$ cat src/rtl/armleocpu_lsu.sv
// Load/store unit: one AXI4 single-beat transaction per request, with lane steering and exception mapping.
// Optional watchdog with DRAIN recovery is enabled by defining ARMLEOCPU_LSU_TIMEOUT_EN.
module armleocpu_lsu #(
  parameter int DATA_WIDTH     = 32,
  parameter int ADDR_WIDTH     = 32,
  parameter int TIMEOUT_CYCLES = 256
) (
  input  logic                    clk,
  input  logic                    rst_n,
  input  logic                    req_valid,
  input  logic                    req_load,
  input  logic                    req_store,
  input  logic [2:0]              req_funct3,
  input  logic [ADDR_WIDTH-1:0]   req_addr,
  input  logic [DATA_WIDTH-1:0]   req_wdata,
  input  logic [4:0]              req_rd,
  output logic                    stall_o,
  output logic                    done_o,
  output logic                    rd_write,
  output logic [4:0]              rd_waddr,
  output logic [DATA_WIDTH-1:0]   rd_wdata,
  output logic                    exc_valid,
  output logic [3:0]              exc_code,
  output logic                    M_AXI_AWVALID,
  input  logic                    M_AXI_AWREADY,
  output logic [ADDR_WIDTH-1:0]   M_AXI_AWADDR,
  output logic [2:0]              M_AXI_AWSIZE,
  output logic [7:0]              M_AXI_AWLEN,
  output logic [1:0]              M_AXI_AWBURST,
  output logic                    M_AXI_WVALID,
  input  logic                    M_AXI_WREADY,
  output logic [DATA_WIDTH-1:0]   M_AXI_WDATA,
  output logic [DATA_WIDTH/8-1:0] M_AXI_WSTRB,
  output logic                    M_AXI_WLAST,
  input  logic                    M_AXI_BVALID,
  output logic                    M_AXI_BREADY,
  input  logic [1:0]              M_AXI_BRESP,
  input  logic [0:0]              M_AXI_BUSER,
  output logic                    M_AXI_ARVALID,
  input  logic                    M_AXI_ARREADY,
  output logic [ADDR_WIDTH-1:0]   M_AXI_ARADDR,
  output logic [2:0]              M_AXI_ARSIZE,
  output logic [7:0]              M_AXI_ARLEN,
  output logic [1:0]              M_AXI_ARBURST,
  input  logic                    M_AXI_RVALID,
  output logic                    M_AXI_RREADY,
  input  logic [DATA_WIDTH-1:0]   M_AXI_RDATA,
  input  logic [1:0]              M_AXI_RRESP,
  input  logic [0:0]              M_AXI_RUSER
);

  localparam int NB    = DATA_WIDTH / 8;
  localparam int OFF_W = $clog2(NB);

  if ((DATA_WIDTH != 32 && DATA_WIDTH != 64) || TIMEOUT_CYCLES < 1) begin : g_bad_param
    $error("armleocpu_lsu: unsupported DATA_WIDTH or TIMEOUT_CYCLES");
  end

`ifdef ARMLEOCPU_LSU_TIMEOUT_EN
  typedef enum logic [1:0] {IDLE, RD, WR, DRAIN} state_t;
`else
  typedef enum logic [1:0] {IDLE, RD, WR} state_t;
`endif

  state_t                state;
  logic                  addr_done, data_done;
  logic [ADDR_WIDTH-1:0] addr_q;
  logic [2:0]            f3_q;
  logic [4:0]            rd_q;
  logic                  store_q;
  logic [DATA_WIDTH-1:0] wdata_q;
  logic [NB-1:0]         wstrb_q;

  function automatic logic [DATA_WIDTH-1:0] load_ext(input logic [DATA_WIDTH-1:0] data,
                                                     input logic [OFF_W-1:0] off,
                                                     input logic [2:0] f3);
    logic [DATA_WIDTH-1:0] sh;
    sh = data >> {off, 3'b000};
    case (f3)
      3'b000:  return DATA_WIDTH'($signed(sh[7:0]));
      3'b001:  return DATA_WIDTH'($signed(sh[15:0]));
      3'b010:  return DATA_WIDTH'($signed(sh[31:0]));
      3'b100:  return DATA_WIDTH'(sh[7:0]);
      3'b101:  return DATA_WIDTH'(sh[15:0]);
      3'b110:  return DATA_WIDTH'(sh[31:0]);
      default: return sh;
    endcase
  endfunction

  function automatic logic [DATA_WIDTH-1:0] store_lane(input logic [DATA_WIDTH-1:0] d,
                                                       input logic [1:0] size);
    case (size)
      2'd0:    return {NB{d[7:0]}};
      2'd1:    return {(NB/2){d[15:0]}};
      2'd2:    return {(NB/4){d[31:0]}};
      default: return d;
    endcase
  endfunction

  function automatic logic [NB-1:0] store_strb(input logic [1:0] size, input logic [OFF_W-1:0] off);
    logic [NB-1:0] m;
    case (size)
      2'd0:    m = NB'(1);
      2'd1:    m = NB'(3);
      2'd2:    m = NB'(15);
      default: m = '1;
    endcase
    return m << off;
  endfunction

  logic       acc, acc_bad, illegal, misal;
  logic [3:0] acc_code;
  logic       ar_hs, aw_hs, w_hs, r_hs, b_hs, resp_hs;
  logic [1:0] resp;
  logic       resp_user;
  logic [3:0] resp_code;
  logic       tmo, draining;

  always_comb begin
    illegal = (req_funct3 == 3'b111) || (req_store && req_funct3[2]) ||
              ((DATA_WIDTH == 32) && (req_funct3 == 3'b011 || req_funct3 == 3'b110));
    case (req_funct3[1:0])
      2'd1:    misal = req_addr[0];
      2'd2:    misal = |req_addr[1:0];
      2'd3:    misal = |req_addr[2:0];
      default: misal = 1'b0;
    endcase
    // done_o gates acceptance so a request still held during its completion cycle is not taken twice
    acc      = (state == IDLE) && req_valid && (req_load || req_store) && !done_o;
    acc_bad  = illegal || misal;
    acc_code = illegal ? 4'd2 : (req_store ? 4'd6 : 4'd4);
  end

  assign ar_hs     = M_AXI_ARVALID && M_AXI_ARREADY;
  assign aw_hs     = M_AXI_AWVALID && M_AXI_AWREADY;
  assign w_hs      = M_AXI_WVALID && M_AXI_WREADY;
  assign r_hs      = M_AXI_RVALID && M_AXI_RREADY;
  assign b_hs      = M_AXI_BVALID && M_AXI_BREADY;
  assign resp_hs   = r_hs || b_hs;
  assign resp      = r_hs ? M_AXI_RRESP : M_AXI_BRESP;
  assign resp_user = r_hs ? M_AXI_RUSER[0] : M_AXI_BUSER[0];
  assign resp_code = (resp == 2'b00) ? 4'd0 :
                     resp_user ? (store_q ? 4'd15 : 4'd13) : (store_q ? 4'd7 : 4'd5);

`ifdef ARMLEOCPU_LSU_TIMEOUT_EN
  localparam int CNT_W = $clog2(TIMEOUT_CYCLES + 1);
  logic [CNT_W-1:0] cnt;

  assign draining = (state == DRAIN);
  assign tmo      = (state == RD || state == WR) && !resp_hs &&
                    (cnt == CNT_W'(TIMEOUT_CYCLES - 1));

  always_ff @(posedge clk or negedge rst_n) begin
    if (!rst_n)                        cnt <= '0;
    else if (acc)                      cnt <= '0;
    else if (state == RD || state == WR) cnt <= cnt + CNT_W'(1);
  end
`else
  assign draining = 1'b0;
  assign tmo      = 1'b0;
`endif

  assign stall_o = (state != IDLE) || (req_valid && (req_load || req_store) && !done_o);

  assign M_AXI_ARADDR  = {addr_q[ADDR_WIDTH-1:OFF_W], OFF_W'(0)};
  assign M_AXI_AWADDR  = {addr_q[ADDR_WIDTH-1:OFF_W], OFF_W'(0)};
  assign M_AXI_ARSIZE  = 3'(OFF_W);
  assign M_AXI_AWSIZE  = 3'(OFF_W);
  assign M_AXI_ARLEN   = 8'd0;
  assign M_AXI_AWLEN   = 8'd0;
  assign M_AXI_ARBURST = 2'b01;
  assign M_AXI_AWBURST = 2'b01;
  assign M_AXI_WDATA   = wdata_q;
  assign M_AXI_WSTRB   = wstrb_q;
  assign M_AXI_WLAST   = 1'b1;

  always_ff @(posedge clk or negedge rst_n) begin
    if (!rst_n) begin
      state         <= IDLE;
      addr_done     <= 1'b0;
      data_done     <= 1'b0;
      M_AXI_ARVALID <= 1'b0;
      M_AXI_AWVALID <= 1'b0;
      M_AXI_WVALID  <= 1'b0;
      M_AXI_RREADY  <= 1'b0;
      M_AXI_BREADY  <= 1'b0;
      done_o        <= 1'b0;
      rd_write      <= 1'b0;
      exc_valid     <= 1'b0;
    end else begin
      done_o    <= 1'b0;
      rd_write  <= 1'b0;
      exc_valid <= 1'b0;
      if (state == IDLE) begin
        if (acc) begin
          if (acc_bad) begin
            done_o    <= 1'b1;
            exc_valid <= 1'b1;
          end else begin
            addr_done <= 1'b0;
            data_done <= 1'b0;
            if (req_store) begin
              state         <= WR;
              M_AXI_AWVALID <= 1'b1;
              M_AXI_WVALID  <= 1'b1;
            end else begin
              state         <= RD;
              M_AXI_ARVALID <= 1'b1;
            end
          end
        end
      end else begin
        if (ar_hs) begin
          M_AXI_ARVALID <= 1'b0;
          addr_done     <= 1'b1;
          M_AXI_RREADY  <= 1'b1;
        end
        if (aw_hs) begin
          M_AXI_AWVALID <= 1'b0;
          addr_done     <= 1'b1;
        end
        if (w_hs) begin
          M_AXI_WVALID <= 1'b0;
          data_done    <= 1'b1;
        end
        // data_done is only ever set by stores, so loads never raise BREADY
        if ((addr_done || aw_hs) && (data_done || w_hs))
          M_AXI_BREADY <= 1'b1;
        if (resp_hs) begin
          M_AXI_RREADY <= 1'b0;
          M_AXI_BREADY <= 1'b0;
          state        <= IDLE;
          if (!draining) begin
            done_o    <= 1'b1;
            rd_write  <= (resp == 2'b00) && (rd_q != 5'd0) && !store_q;
            exc_valid <= (resp != 2'b00);
          end
        end else if (tmo) begin
          done_o    <= 1'b1;
          exc_valid <= 1'b1;
`ifdef ARMLEOCPU_LSU_TIMEOUT_EN
          state     <= DRAIN;
`endif
        end
      end
    end
  end

  always_ff @(posedge clk) begin
    if (acc) begin
      addr_q   <= req_addr;
      f3_q     <= req_funct3;
      rd_q     <= req_rd;
      store_q  <= req_store;
      wdata_q  <= store_lane(req_wdata, req_funct3[1:0]);
      wstrb_q  <= store_strb(req_funct3[1:0], req_addr[OFF_W-1:0]);
      exc_code <= acc_code;
    end
    if (resp_hs && !draining) begin
      rd_waddr <= rd_q;
      rd_wdata <= load_ext(M_AXI_RDATA, addr_q[OFF_W-1:0], f3_q);
      exc_code <= resp_code;
    end else if (tmo) begin
      exc_code <= store_q ? 4'd7 : 4'd5;
    end
  end

endmodule

$ cat config.mk
export PLATFORM = sky130hd
export DESIGN_NAME = armleocpu_lsu
export DESIGN_NICKNAME = d
export VERILOG_FILES = /design/src/rtl/armleocpu_lsu.sv
export SDC_FILE = /design/constraint.sdc
export NUM_CORES = 1
export LEC_CHECK = 0
export ABC_AREA = 1
export CORE_MARGIN = 2
export CORE_UTILIZATION = 41
export DETAILED_ROUTE_END_ITERATION = 16
export PLACE_DENSITY_LB_ADDON = 0.2
export SETUP_SLACK_MARGIN = 0.5
export SLEW_MARGIN = 15
export SYNTH_ARGS = -nofsm -noshare
export SYNTH_HDL_FRONTEND = slang
export SYNTH_SLANG_ARGS = --single-unit
$ cat constraint.sdc
create_clock -name clk -period 2.9 [get_ports clk]
set_clock_uncertainty 0.2 [all_clocks]
set_input_delay 0.29 -clock clk [delete_from_list [all_inputs] [get_ports clk]]
set_output_delay 0.29 -clock clk [all_outputs]
set_load 0.005 [all_outputs]
==> results of run 1 <==
==> where the power goes <==
| group | internal, uW | total, uW | switching, uW |
|---|---|---|---|
| clock | 1280 | 2060 | 781 |
| combinational | 1020 | 1810 | 794 |
| sequential | 2620 | 2790 | 170 |
==> worst min path at each step <==
stage	start	end	slack, ns	depth (start not counted)
CTS	rst_n	rd_write	0.05	1
finish	rst_n	rd_write	0.05	1
floorplan	rst_n	M_AXI_ARVALID	-0.21	0
detailed placement	rd_q[0]	rd_waddr[0]	0.24	0
global route	rst_n	rd_write	0.08	1
global placement	rd_q[3]	rd_waddr[3]	0.23	0
==> cells in the final DEF, fill, tap and decap left out, types with 2 or more instances in the layout <==
master and count:
sky130_fd_sc_hd__inv_2 4, sky130_fd_sc_hd__o21ai_0 20, sky130_fd_sc_hd__clkbuf_16 17, sky130_fd_sc_hd__buf_4 5, sky130_fd_sc_hd__o21ai_1 8, sky130_fd_sc_hd__nor2_4 2
sky130_fd_sc_hd__o221ai_1 5, sky130_fd_sc_hd__o211ai_1 6, sky130_fd_sc_hd__nand2_1 134, sky130_fd_sc_hd__a22oi_1 3, sky130_fd_sc_hd__clkinvlp_4 4, sky130_fd_sc_hd__nand2_2 2
sky130_fd_sc_hd__nor2_1 30, sky130_fd_sc_hd__clkinv_2 4, sky130_fd_sc_hd__a21oi_1 20, sky130_fd_sc_hd__bufinv_16 2, sky130_fd_sc_hd__nor3_1 2, sky130_fd_sc_hd__nand3_1 26
sky130_fd_sc_hd__inv_1 50, sky130_fd_sc_hd__conb_1 31, sky130_fd_sc_hd__dfrtp_1 12, sky130_fd_sc_hd__edfxtp_1 118, sky130_fd_sc_hd__clkinv_4 2, sky130_fd_sc_hd__clkdlybuf4s50_1 265
==> synth_stat cells, types with 3 or more instances <==
library cell | count | area (um2)
sky130_fd_sc_hd__inv_1 | 50 | 188
sky130_fd_sc_hd__nor2_1 | 30 | 113
sky130_fd_sc_hd__buf_4 | 91 | 683
sky130_fd_sc_hd__inv_2 | 4 | 15.0
sky130_fd_sc_hd__buf_6 | 4 | 45.0
sky130_fd_sc_hd__nand3_1 | 26 | 130
sky130_fd_sc_hd__o211ai_1 | 6 | 45.0
sky130_fd_sc_hd__a22oi_1 | 3 | 22.5
sky130_fd_sc_hd__o21ai_0 | 20 | 100
sky130_fd_sc_hd__dfrtp_1 | 12 | 300
sky130_fd_sc_hd__buf_2 | 9 | 45.0
sky130_fd_sc_hd__a21oi_1 | 20 | 100
sky130_fd_sc_hd__edfxtp_1 | 118 | 3540
sky130_fd_sc_hd__o21ai_1 | 8 | 40.0
sky130_fd_sc_hd__o221ai_1 | 5 | 43.8
sky130_fd_sc_hd__nand2_1 | 135 | 507
==> critical path, cell delays in order <==
cell and delay (ns):
sky130_fd_sc_hd__clkdlybuf4s50_1 0.56, sky130_fd_sc_hd__inv_1 0.08, sky130_fd_sc_hd__nand2_1 0.06, sky130_fd_sc_hd__nand2_1 0.09, sky130_fd_sc_hd__nand2_1 0.09, sky130_fd_sc_hd__clkdlybuf4s50_1 0.52
==> sequential cells by signal (all words and copies together) (netlist names), 2 cells and up <==
register,cells
f3_q,3
rd_wdata,32
M_AXI_WSTRB,4
exc_code,4
rd_q,5
rd_waddr,5
M_AXI_WDATA,32
addr_q,32
state,2
==> routing by layer <==
layer  wire [um]  part of all wire, %  vias up  track usage [%]
li1            -                    -     2169                -
met1        5550                   37     1992             21.4
met2        7490                   50      213             32.6
met3        1470                  9.9       24             7.74
met4         384                  2.6        0             8.56
met5           0                    0        -                0
==> through the flow <==
step	total power, uW	worst slack (ns)	area, um2	hold WS (ns)	instances
3_3_place_gp	4630	0.531	8310	0.233	936
3_5_place_dp	4660	0.445	8310	0.240	936
5_1_grt	7000	0.634	8890	0.0839	968
2_1_floorplan	3600	0.324	6150	-0.206	587
4_1_cts	6740	0.703	8890	0.0533	968
6_report	6670	0.715	8890	0.0535	968
==> final cells by class <==
cell class / count / area share (%)
sequential: 130 / 43.2
timing repair buffer: 271 / 30.5
multi-input combinational: 297 / 14.9
clock buffer: 19 / 4.98
tap: 184 / 2.59
inverter: 54 / 2.28
clock inverter: 13 / 1.53
==> logic make-up after synthesis <==
group / share of synthesized area (%)
flops: 63.7
buf+inv: 16.3
simple gates: 13.5
other cells: 0.124
compound gates: 6.34
==> metrics.txt, run 1 <==
# TYPE chip_impl_metric gauge
chip_impl_info{name="status",value="complete, no violations"} 1
chip_impl_metric{name="ir_worst_vdd",unit="mV"} 0.448
chip_impl_metric{name="fin_nets",unit=""} 891
chip_impl_metric{name="drcViolationCount",unit=""} 0
chip_impl_metric{name="drt_first_iter_violations",unit=""} 256
chip_impl_metric{name="ctsHtreeMaxLevel",unit=""} 4
chip_impl_metric{name="timing.max_slew.rel_slack",unit="%"} 43.1
chip_impl_metric{name="standby_leakage_power",unit="uW"} 0.00365
chip_impl_metric{name="finish.utilization",unit="%"} 61.4
chip_impl_metric{name="wire_length_of_the_first_global_routing_pass",unit="um"} 23100
chip_impl_metric{name="layout_cells_sized_above_1",unit="%"} 6.25
chip_impl_metric{name="die_height",unit="um"} 125
chip_impl_info{name="grt_setup_unrepaired",value="no"} 1
chip_impl_metric{name="effective_utilization_at_floorplan",unit="%"} 41.7
chip_impl_metric{name="detailedRoute.firstPassIterationCount",unit=""} 5
chip_impl_metric{name="crit_path_max_fanout",unit=""} 5
chip_impl_metric{name="report.final.setup_viol",unit=""} 0
chip_impl_metric{name="max_freq",unit="GHz"} 0.458
chip_impl_info{name="cts-root-buf",value="sky130_fd_sc_hd__clkbuf_16"} 1
chip_impl_info{name="timing.critical_path.to",value="stall_o"} 1
chip_impl_info{name="dominantRegCellSynth",value="sky130_fd_sc_hd__edfxtp_1"} 1
chip_impl_info{name="endpoint_kind",value="output pin"} 1
chip_impl_info{name="critPathLaunchType",value="input pin"} 1
chip_impl_metric{name="cts.clk_slew.worst_paths",unit="ns"} 0.06
chip_impl_metric{name="synth.ff_latch_count",unit=""} 130
chip_impl_metric{name="layout_worst_path_cycle_share",unit="%"} 75.3
chip_impl_metric{name="synth_cell_types",unit=""} 28
chip_impl_metric{name="power.density_cell_area",unit="mW/mm2"} 750
chip_impl_metric{name="post-cts-setup-buffers",unit=""} 0
chip_impl_metric{name="grt_overflow_total",unit=""} 0
chip_impl_metric{name="synth_seq_area_share",unit="%"} 63.7
chip_impl_metric{name="timing.final.hold_violations",unit=""} 0
chip_impl_metric{name="fin_crit",unit="ns"} 2.19
chip_impl_metric{name="cts-buffers-inserted",unit=""} 17
chip_impl_info{name="startpoint",value="req_store"} 1
chip_impl_metric{name="gpl.final_weighted_congestion",unit=""} 0.866
chip_impl_metric{name="core.rowCount",unit=""} 44
chip_impl_metric{name="syn-instance-count",unit=""} 558
chip_impl_metric{name="regToRegSetupSlack",unit="ns"} 0.86
chip_impl_metric{name="io_pins",unit=""} 297
chip_impl_metric{name="worst-r2r-cell-count",unit=""} 5
chip_impl_metric{name="clk_path_buf_depth",unit=""} 2
chip_impl_metric{name="num-fill-cells",unit=""} 1222
chip_impl_metric{name="post_drt_via_cell_ratio",unit=""} 4.54
chip_impl_info{name="worst_flop_to_flop_path_startpoint",value="addr_q[1]"} 1
chip_impl_metric{name="ys_async_sr_fraction",unit="%"} 9.23
chip_impl_metric{name="design.die.area",unit="mm2"} 0.0157
chip_impl_metric{name="timing.critical_path.arrival",unit="ns"} 1.70
chip_impl_metric{name="ys.warnings.count",unit=""} 0
chip_impl_metric{name="cell_area_after_synthesis",unit="mm2"} 0.00603
chip_impl_metric{name="post_cts.resized_instances",unit=""} 0
chip_impl_metric{name="dp_hpwl",unit="um"} 11400
chip_impl_metric{name="maxCapViolations",unit=""} 0
chip_impl_metric{name="ff_latch_area",unit="mm2"} 0.00384
chip_impl_metric{name="antenna_violations_before_repair",unit=""} 0
chip_impl_metric{name="cp.required",unit="ns"} 2.41
chip_impl_metric{name="fin_tns_setup",unit="ns"} 0
chip_impl_metric{name="dr_total_vias",unit=""} 4398
chip_impl_metric{name="grt_pass1_vias",unit=""} 4424
chip_impl_metric{name="floorplan.core_area",unit="mm2"} 0.0145
chip_impl_metric{name="post_detailed_routing_wire_length",unit="um"} 14900
chip_impl_metric{name="die_width",unit="um"} 125
chip_impl_info{name="reg2reg_to",value="rd_wdata[17]"} 1
chip_impl_metric{name="detail_route.wl_per_cell",unit="um"} 15.4
chip_impl_metric{name="cts_num_sinks",unit=""} 130
chip_impl_metric{name="final-max-slew-violation-count",unit=""} 0
chip_impl_metric{name="postRouteAntennaNets",unit=""} 0
chip_impl_metric{name="insertion_delay",unit="ns"} 0.41
chip_impl_info{name="cts_tree",value="yes"} 1
chip_impl_info{name="hp-class",value="input pin to asynchronous set/reset pin"} 1
chip_impl_metric{name="pin_count_of_the_biggest_net_entering_global_routing",unit=""} 44
chip_impl_metric{name="port-buffer-count",unit=""} 265
chip_impl_info{name="timing_worst_setup_path_type",value="input pin to output pin"} 1
chip_impl_metric{name="multi_input_comb_area",unit="mm2"} 0.00133
chip_impl_metric{name="area.growth.synth_to_final",unit="%"} 47.4
chip_impl_metric{name="synth_edf_count",unit=""} 118
chip_impl_metric{name="cts_hold_buf",unit=""} 0
chip_impl_metric{name="n_antenna_cell",unit=""} 0
chip_impl_metric{name="syn-mean-instance-area",unit="um2"} 10.8
chip_impl_metric{name="worst-slew-pin-transition",unit="ns"} 0.850
chip_impl_metric{name="groute.usage.overall",unit="%"} 19.2
No activity file was read; power rests on OpenSTA's default activity.
==> run 2, diff against run 1 <==
- clock period: 2.9 -> 2.19 ns (I/O delays scaled with it)
==> run 2 against run 1 <==
Against the previous run: die area stayed put; clock power is 41% higher; wire length up 10%; combinational power grew 51%; hold slack better by 0.050 ns; count of clock-buffer cells in the layout rose by 2; final cell count is 3.3% higher; critical path depth increased by 2; first-iteration DRC count rose by 60%; sequential power is 32% higher; largest power group unchanged.
==> metrics.txt, run 2 (synthesis results as in run 1) <==
# TYPE chip_impl_metric gauge
chip_impl_metric{name="insertion_delay",unit="ns"} 0.41
chip_impl_metric{name="post_detailed_routing_wire_length",unit="um"} 16400
chip_impl_metric{name="gpl.final_weighted_congestion",unit=""} 0.897
chip_impl_metric{name="fin_nets",unit=""} 923
chip_impl_metric{name="clk_path_buf_depth",unit=""} 2
chip_impl_metric{name="placedCellCount",unit=""} 943
chip_impl_metric{name="port-buffer-count",unit=""} 265
chip_impl_info{name="slowest_stage",value="sky130_fd_sc_hd__edfxtp_1"} 1
chip_impl_metric{name="die_height",unit="um"} 125
chip_impl_metric{name="layout_worst_path_cycle_share",unit="%"} 80.3
chip_impl_metric{name="final_cell_count_no_fill",unit=""} 1000
chip_impl_info{name="worst_path_most_repeated_cell",value="sky130_fd_sc_hd__nand2_1"} 1
chip_impl_info{name="endpoint_kind",value="flop"} 1
chip_impl_metric{name="area.growth.synth_to_final",unit="%"} 57.4
chip_impl_metric{name="ctsHtreeMaxLevel",unit=""} 4
chip_impl_metric{name="io_pins",unit=""} 297
chip_impl_metric{name="wire_length_of_the_first_global_routing_pass",unit="um"} 24300
chip_impl_metric{name="timing.critical_path.arrival",unit="ns"} 1.82
chip_impl_metric{name="worst-slew-pin-transition",unit="ns"} 0.617
chip_impl_metric{name="maxCapViolations",unit=""} 0
chip_impl_metric{name="dr_total_vias",unit=""} 4660
chip_impl_metric{name="floorplan.core_area",unit="mm2"} 0.0145
chip_impl_metric{name="cts-buffers-inserted",unit=""} 17
chip_impl_info{name="status",value="complete, no violations"} 1
chip_impl_info{name="worstPathCellList",value="buf_4 -> inv_2 -> nand2_1 -> nand2_1 -> nand2_1 -> o21ai_4 -> nand2_2 -> o21ai_1"} 1
chip_impl_info{name="critPathLaunchType",value="flop"} 1
chip_impl_metric{name="crit_path_max_fanout",unit=""} 6
chip_impl_metric{name="fin_tns_setup",unit="ns"} 0
chip_impl_metric{name="pin_count_of_the_biggest_net_entering_global_routing",unit=""} 36
chip_impl_info{name="cts_tree",value="yes"} 1
chip_impl_metric{name="die_width",unit="um"} 125
chip_impl_metric{name="post_drt_via_cell_ratio",unit=""} 4.66
chip_impl_metric{name="dp_hpwl",unit="um"} 11800
chip_impl_metric{name="antenna_violations_before_repair",unit=""} 0
chip_impl_metric{name="n_antenna_cell",unit=""} 0
chip_impl_metric{name="effective_utilization_at_floorplan",unit="%"} 41.7
chip_impl_metric{name="core.rowCount",unit=""} 44
chip_impl_metric{name="timing.max_slew.rel_slack",unit="%"} 58.7
chip_impl_metric{name="cts_num_sinks",unit=""} 130
chip_impl_metric{name="cts.clk_slew.worst_paths",unit="ns"} 0.05
chip_impl_metric{name="final-max-slew-violation-count",unit=""} 0
chip_impl_info{name="hp-class",value="input pin to flop"} 1
chip_impl_metric{name="ir_worst_vdd",unit="mV"} 0.511
chip_impl_metric{name="power.density_cell_area",unit="mW/mm2"} 980
chip_impl_metric{name="max_stage_delay",unit="ns"} 0.52
chip_impl_metric{name="cp.required",unit="ns"} 2.25
chip_impl_metric{name="layout_cells_sized_above_1",unit="%"} 11.3
chip_impl_info{name="timing_worst_setup_path_type",value="flop to flop"} 1
chip_impl_info{name="grt_setup_unrepaired",value="yes"} 1
chip_impl_info{name="layout_common_cells",value="sky130_fd_sc_hd__clkdlybuf4s50_1, sky130_fd_sc_hd__nand2_1, sky130_fd_sc_hd__edfxtp_1"} 1
chip_impl_metric{name="detail_route.wl_per_cell",unit="um"} 16.4
chip_impl_metric{name="report.final.setup_viol",unit=""} 0
chip_impl_metric{name="ff_latch_area",unit="mm2"} 0.00384
chip_impl_metric{name="detailedRoute.firstPassIterationCount",unit=""} 6
chip_impl_metric{name="max_freq",unit="GHz"} 0.568
chip_impl_info{name="cts-root-buf",value="sky130_fd_sc_hd__clkbuf_16"} 1
chip_impl_metric{name="fin_crit",unit="ns"} 1.76
chip_impl_metric{name="postRouteAntennaNets",unit=""} 0
chip_impl_metric{name="num-fill-cells",unit=""} 1115
chip_impl_metric{name="standby_leakage_power",unit="uW"} 0.00443
chip_impl_metric{name="drt_first_iter_violations",unit=""} 410
chip_impl_metric{name="groute.usage.overall",unit="%"} 20.2
chip_impl_metric{name="grt_overflow_total",unit=""} 0
chip_impl_metric{name="drcViolationCount",unit=""} 0
chip_impl_info{name="layout.cells.most_common",value="sky130_fd_sc_hd__clkdlybuf4s50_1"} 1
chip_impl_metric{name="grt_pass1_vias",unit=""} 4592
chip_impl_metric{name="multi_input_comb_area",unit="mm2"} 0.00145
chip_impl_metric{name="design.die.area",unit="mm2"} 0.0157
chip_impl_metric{name="timing.final.hold_violations",unit=""} 0
run 2: changes by cell type in the layout (fill, tap and decap cells not counted), sizes merged, moves of 3 or more:
cell | previous run | this run
clkbuf | 19 | 27
buf | 6 | 29
clkinvlp | 4 | 1
dlymetal6s2s | 0 | 40
dlygate4sd2 | 0 | 81
clkdlybuf4s50 | 265 | 143
run 2: layer usage:
metal | up-vias | global-route usage (%) | share of wire [%]
li1 | 2243 | - | -
met1 | 2161 | 22.3 | 36
met2 | 241 | 35.7 | 53
met3 | 15 | 7.87 | 9.4
met4 | 0 | 6.67 | 1.3
met5 | - | 0 | 0
run 2: area by class of cell:
| type | count | share of cell area (%) |
|---|---|---|
| clock buffer | 21 | 4.64 |
| clock inverter | 11 | 1.70 |
| inverter | 54 | 2.27 |
| multi-input combinational | 300 | 15.2 |
| sequential | 130 | 40.5 |
| tap | 184 | 2.42 |
| timing repair buffer | 300 | 33.3 |
run 2: final timing paths:
check	start	endpoint	slack [ns]	depth (start not counted)
max in group asynchronous	rst_n	rd_write	0.83	2
setup / recovery	addr_q[0]	rd_wdata[11]	0.43	8
min in group asynchronous	rst_n	M_AXI_BREADY	0.56	2
hold / removal	req_funct3[1]	f3_q[1]	0.10	1
hold reg to reg	rd_q[1]	rd_waddr[1]	0.25	0
setup reg to reg	addr_q[0]	rd_wdata[11]	0.43	8
run 2: critical path: cells and delay by family (launching register included):
kind            cells  cell delay, ns
buf+inv             2            0.27
compound gates      2            0.26
flops               1            0.52
simple gates        4            0.36
run 2: where the power goes:
group | switching, uW | internal [uW] | total [uW] | leakage (uW)
clock network | 1010 | 1890 | 2900 | 0.000295
logic | 1240 | 1480 | 2730 | 0.00286
registers | 213 | 3470 | 3680 | 0.00128
total | 2470 | 6840 | 9310 | 0.00443
run 2: through the flow:
stage	worst slack (ns)	total power (uW)	hold WS, ns	cell area [um2]	utilization, %
4_1_cts	0.446	9170	0.142	9150	63.2
5_1_grt	0.359	9720	0.109	9500	65.6
3_3_place_gp	0.205	6220	0.235	8420	58.2
3_5_place_dp	0.143	6280	0.240	8420	58.2
6_report	0.431	9310	0.103	9500	65.6
2_1_floorplan	-0.386	4780	-0.277	6160	-
run 2: repair_timing:
item	4_1_cts	5_1_grt
pin swaps	3	12
hold buffers	1	0
cloned	4	7
hold endpoints to repair	2	0
buffers inserted	11	2
endpoints found under the setup margin	163	160
gates resized for setup	95	67
